File: src/rtl/exc_flush_ctrl.sv
// Exception/ERTN sequencer between writeback and the CSR file: prioritises the
// committing instruction's exceptions and pending interrupts, then redirects fetch.
module exc_flush_ctrl #(
  parameter int FLUSH_MIN = 2,
  parameter int PC_W      = 32
) (
  input  logic            clk,
  input  logic            reset,
  input  logic            ws_valid,
  input  logic [PC_W-1:0] ws_pc,
  input  logic [4:0]      ws_ex_vec,
  input  logic            ws_ertn,
  input  logic            crmd_ie,
  input  logic [12:0]     estat_is,
  input  logic [12:0]     ecfg_lie,
  input  logic [PC_W-1:0] eentry,
  input  logic [PC_W-1:0] era,
  input  logic            fetch_ack,
  output logic            wb_ex,
  output logic [5:0]      wb_ecode,
  output logic [8:0]      wb_esubcode,
  output logic [PC_W-1:0] wb_pc,
  output logic            eret_flush,
  output logic            flush_req,
  output logic [PC_W-1:0] flush_target,
  output logic            commit_block
);

  typedef enum logic [1:0] {
    S_IDLE,
    S_FLUSH,
    S_WAIT_ACK
  } state_t;

  localparam logic [3:0] LP_HOLD_INIT = 4'(FLUSH_MIN - 1);

  state_t          r_state;
  logic [3:0]      r_hold_cnt;
  logic            r_int_pend;
  logic            r_flush_req;
  logic            r_commit_block;
  logic [PC_W-1:0] r_flush_target;

  logic            w_take;
  logic            w_exc;
  logic            w_ertn_commit;
  logic [5:0]      w_ecode;

  // Interrupt outranks every synchronous exception; then ADEF, INE, SYS, BRK, ALE.
  function automatic logic [5:0] f_ecode(input logic int_pend, input logic [4:0] ex);
    logic [5:0] code;
    if (int_pend)   code = 6'h00;
    else if (ex[0]) code = 6'h08;
    else if (ex[1]) code = 6'h0D;
    else if (ex[2]) code = 6'h0B;
    else if (ex[3]) code = 6'h0C;
    else if (ex[4]) code = 6'h09;
    else            code = 6'h00;
    return code;
  endfunction

  assign w_take        = ws_valid & ~r_commit_block;
  assign w_exc         = w_take & (r_int_pend | (|ws_ex_vec));
  assign w_ertn_commit = w_take & ws_ertn & ~w_exc;
  assign w_ecode       = f_ecode(r_int_pend, ws_ex_vec);

  assign wb_ex        = w_exc;
  assign wb_ecode     = w_exc ? w_ecode : 6'h00;
  assign wb_esubcode  = 9'd0;
  assign wb_pc        = w_exc ? ws_pc : '0;
  assign eret_flush   = w_ertn_commit;
  assign flush_req    = r_flush_req;
  assign commit_block = r_commit_block;
  assign flush_target = r_flush_target;

  always_ff @(posedge clk or posedge reset) begin
    if (reset) begin
      r_state        <= S_IDLE;
      r_hold_cnt     <= 4'd0;
      r_int_pend     <= 1'b0;
      r_flush_req    <= 1'b0;
      r_commit_block <= 1'b0;
      r_flush_target <= '0;
    end else begin
      r_int_pend <= (|(estat_is & ecfg_lie)) & crmd_ie;
      case (r_state)
        S_IDLE: begin
          if (w_exc || w_ertn_commit) begin
            r_state        <= S_FLUSH;
            r_hold_cnt     <= LP_HOLD_INIT;
            r_flush_req    <= 1'b1;
            r_commit_block <= 1'b1;
            r_flush_target <= w_exc ? eentry : era;
          end
        end
        S_FLUSH: begin
          // An acknowledge arriving before the minimum hold has elapsed is dropped.
          if (r_hold_cnt != 4'd0) begin
            r_hold_cnt <= r_hold_cnt - 4'd1;
          end else if (fetch_ack) begin
            r_state        <= S_IDLE;
            r_flush_req    <= 1'b0;
            r_commit_block <= 1'b0;
          end else begin
            r_state <= S_WAIT_ACK;
          end
        end
        S_WAIT_ACK: begin
          if (fetch_ack) begin
            r_state        <= S_IDLE;
            r_flush_req    <= 1'b0;
            r_commit_block <= 1'b0;
          end
        end
        default: begin
          r_state        <= S_IDLE;
          r_flush_req    <= 1'b0;
          r_commit_block <= 1'b0;
        end
      endcase
    end
  end

endmodule

File: config.mk
export PLATFORM = sky130hd
export DESIGN_NAME = exc_flush_ctrl
export DESIGN_NICKNAME = d
export VERILOG_FILES = /design/src/rtl/exc_flush_ctrl.sv
export SDC_FILE = /design/constraint.sdc
export NUM_CORES = 1
export LEC_CHECK = 0
export CORE_UTILIZATION = 33
export CTS_BUF_LIST = sky130_fd_sc_hd__clkbuf_16
export DETAILED_ROUTE_END_ITERATION = 10
export PLACE_DENSITY = 0.9
export SYNTH_ARGS = -nofsm -noshare
export SYNTH_HDL_FRONTEND = slang
export SYNTH_SLANG_ARGS = --single-unit
File: constraint.sdc
create_clock -name clk -period 2.95 [get_ports clk]
set_clock_uncertainty 0.15 [all_clocks]
set_input_delay 0.59 -clock clk [delete_from_list [all_inputs] [get_ports clk]]
set_output_delay 0.59 -clock clk [all_outputs]
set_load 0.01 [all_outputs]
==> metrics.yaml <==
synth:
  synth_area_um2: 2636
  yosys.area.top_type_share_pct: 37.97
  synth_area_leaders: "dfrtp_1 (38%), nor3_1 (15%), nor3_2 (8.0%)"
  syn_avg_cell_area_um2: 8.396
  ys_async_sr_fraction_pct: 100.0
  ys_warn_count: 0
  synthCells: 314
  ys.flop_type: "dfrtp_1"
  seq_area_frac_synth_pct: 37.97
  yosysTopAreaCell: "dfrtp_1"
  synth_cell_type_count: 42
  synth.ff_latch_count: 40
  synth_edf_count: 0
clock_tree:
  cts_buffers: 5
  clock_sinks: 40
  clk_pin_slew_ns: 0.05
  holdBufCountCts: 0
  cts_tree: "done"
  clkLatencyLatePin_ns: 0.28
  h-tree-depth: 2
  clockBufferDepth: 2
  root_buffer: "clkbuf_16"
timing:
  hold-worst-slack_ns: 0.4055
  min_period_over_period_pct: 99.55
  finalCriticalPeriod_ns: 2.937
  drv_slew: 0
  hold_viol: 0
  max_clock_freq_ghz: 0.3405
  setup_viol_count_final: 0
  fin_setup_tns_ns: 0
status:
  status: "completed"
job:
  maxCapViolations: 0
detailed_routing:
  wl_mm: 10.16
  drt-initial-drc-count: 189
  dr.pass1.iters: 7
  drc: 0
  ant_nets: 0
  vias: 3159
  via_per_inst: 5.038
  wire_per_inst_um: 16.20
worst_hold_path:
  min_to: "flush_target[30]$_DFFE_PP0P_"
  hp-start: "flush_target[30]$_DFFE_PP0P_"
  hp-class: "flip-flop to flip-flop"
  worst_hold_path.num_cells: 2
worst_setup_path:
  crit_path_end_kind: "output pin"
  timing.rr.start: "r_hold_cnt[0]$_DFFE_PP0P_"
  worstPathMaxFanout: 8
  critPathLaunchType: "primary input"
  crit_buf_inv: 3
  r2r_slack_ns: 0.73
  arrival_ns: 2.20
  path_delay_family: "simple AND/OR/NAND/NOR gates"
  ff2ff_path_depth: 5
  path_cells: "dlygate4sd2_1 > or4_4 > nor3_4 > nor2_4 > clkbuf_16 > and2_1 > buf_2"
  r2r-end: "flush_req$_DFFE_PP0P_"
  slowest_stage: "or4_4"
  timing_worst_setup_path_type: "primary input to output pin"
  crit_required_ns: 2.21
  max_stage_delay_ns: 0.51
final_layout:
  final_nets: 662
  layout-drive-gt1-share_pct: 17.90
  area_delta_synth_final_pct: 85.10
  antenna_cells: 0
  layout.cells.non_filler: 627
pwr:
  p_total_uw: 3502
  ir_drop_v: 0.0002741
  p_leak_uw: 0.002036
  powerDensity_nw_per_um2: 717.6
floorplanning:
  rows: 32
  initial_core_util_pct: 34.12
  die_area_um2: 8350
  die_y_um: 91.38
  die_x_um: 91.38
  io_pins: 216
  core_area_um2: 7727
global_routing:
  grt_pass1_wl_mm: 15.84
  grt_pass1_vias: 3235
  grt_max_degree: 34
  grtUsageTotal_pct: 23.80
  overflow: 0
  antenna_found_initial: 0
placed_design:
  dp_hpwl_mm: 7.524
  numPortBuffers: 204
  dpl.cell_count: 615
  gp_congestion: 0.8719
[cell usage after synthesis, types with 2 or more instances]
| master | count |
|---|---|
| nor4_1 | 2 |
| nor3_2 | 21 |
| o21ai_0 | 2 |
| mux2i_1 | 2 |
| inv_1 | 9 |
| buf_6 | 3 |
| dfrtp_1 | 40 |
| nand3b_1 | 2 |
| clkbuf_1 | 17 |
| nand3_1 | 3 |
| or3_1 | 2 |
| and2_1 | 32 |
| nor2b_1 | 2 |
| buf_4 | 12 |
| and3_1 | 2 |
| nor2_1 | 39 |
| a22oi_1 | 6 |
| a211o_1 | 3 |
| nand4b_1 | 2 |
| nand2_1 | 2 |
| ha_1 | 4 |
| buf_2 | 4 |
| nor3_1 | 79 |
| nand2b_1 | 3 |
| a21oi_1 | 2 |
| o31ai_1 | 3 |
[metal layers]
metal / share of wire, % / track usage [%] / up-vias
met5: 0 / 0 / -
met4: 0.67 / 6.085 / 0
met2: 54 / 45.55 / 149
li1: - / - / 1495
met1: 39 / 26.68 / 1510
met3: 6.4 / 4.439 / 5
[cell usage in the layout (no fill, tap or decap), types with 2 or more instances in the layout]
| cell type | instances |
|---|---|
| inv_1 | 10 |
| clkdlybuf4s50_1 | 162 |
| ha_1 | 4 |
| nand3b_1 | 2 |
| buf_4 | 21 |
| nor2_1 | 37 |
| o21ai_0 | 2 |
| nand2_1 | 2 |
| clkdlybuf4s15_1 | 2 |
| and3_1 | 2 |
| mux2i_1 | 2 |
| dlygate4sd2_1 | 4 |
| a22oi_1 | 6 |
| nor4_1 | 2 |
| nand3_1 | 3 |
| buf_2 | 33 |
| dfrtp_1 | 40 |
| nor3_1 | 79 |
| buf_12 | 2 |
| nand4b_1 | 2 |
| nand2b_1 | 3 |
| nor2b_1 | 2 |
| conb_1 | 11 |
| clkbuf_16 | 7 |
| o31ai_1 | 3 |
| and2_1 | 32 |
| a21oi_1 | 2 |
| nor3_2 | 20 |
| a211o_1 | 3 |
| or3_1 | 2 |
[metrics by stage]
step	setup slack (ns)	util, %	instance area (um2)
after floorplan	0.3337	-	2674
after global placement	-0.3924	62.52	4831
after detailed placement	-0.4067	62.52	4831
after CTS	0.0001803	62.44	4825
after global routing	-0.01263	63.15	4880
final	0.01338	63.15	4880
[kinds of logic after synthesis]
family / share of synthesized area (%)
AOI/OAI and AO/OA: 7.784
DFF: 37.97
and+or+nand+nor: 41.86
muxes: 1.187
adders and majority gates: 1.899
other: 0.1422
buffers and inverters: 9.160
[worst register-to-register path, delay by kind of cell (launching register included)]
family	cells	cell delay [ns]
AO/OA/AOI/OAI	1	0.32
adder cells (fa/ha/maj)	1	0.20
buffers and inverters	1	0.08
flip-flops	1	0.44
multiplexers	1	0.38
AND/OR/NAND/NOR	1	0.55
[layout make-up]
cell class,instances,area (um2)
multi-input combinational,239,1454
sequential,40,1001
tap,102,127.6
clock buffer,5,125.1
clock inverter,2,8.758
inverter,9,33.78
fill,648,2848
timing repair buffer,230,2130
[timing repair]
item | in CTS | in global routing
pin swaps | 0 | 3
gates resized for setup | 143 | 9
setup endpoints to repair | 38 | 5
setup buffers | 1 | 1
cloned | 0 | 3
[report_power, final]
part,switching [uW],internal (uW)
Clock,197,304
Combinational,954,1070
Sequential,165,815
Total,1320,2190
[how the worst max path moves through the flow]
| stage | startpoint | to | slack, ns | depth (start not counted) |
|---|---|---|---|---|
| 2_1_floorplan | ws_ex_vec[1] | wb_pc[22] | 0.33 | 5 |
| 3_3_place_gp | ws_ex_vec[1] | wb_pc[1] | -0.39 | 7 |
| 3_5_place_dp | ws_ex_vec[1] | wb_pc[10] | -0.41 | 7 |
| 4_1_cts | ws_ex_vec[4] | wb_pc[22] | 0.0002 | 7 |
| 5_1_grt | ws_ex_vec[2] | wb_pc[10] | -0.01 | 7 |
| 6_report | ws_ex_vec[2] | wb_pc[24] | 0.01 | 7 |
[flip-flops by register name, indices dropped and copies added, names as in the netlist]
signal        flops
r_state           2
r_int_pend        1
flush_target     32
flush_req         1
r_hold_cnt        4
Note: power is estimated with default switching activity, not from simulation.
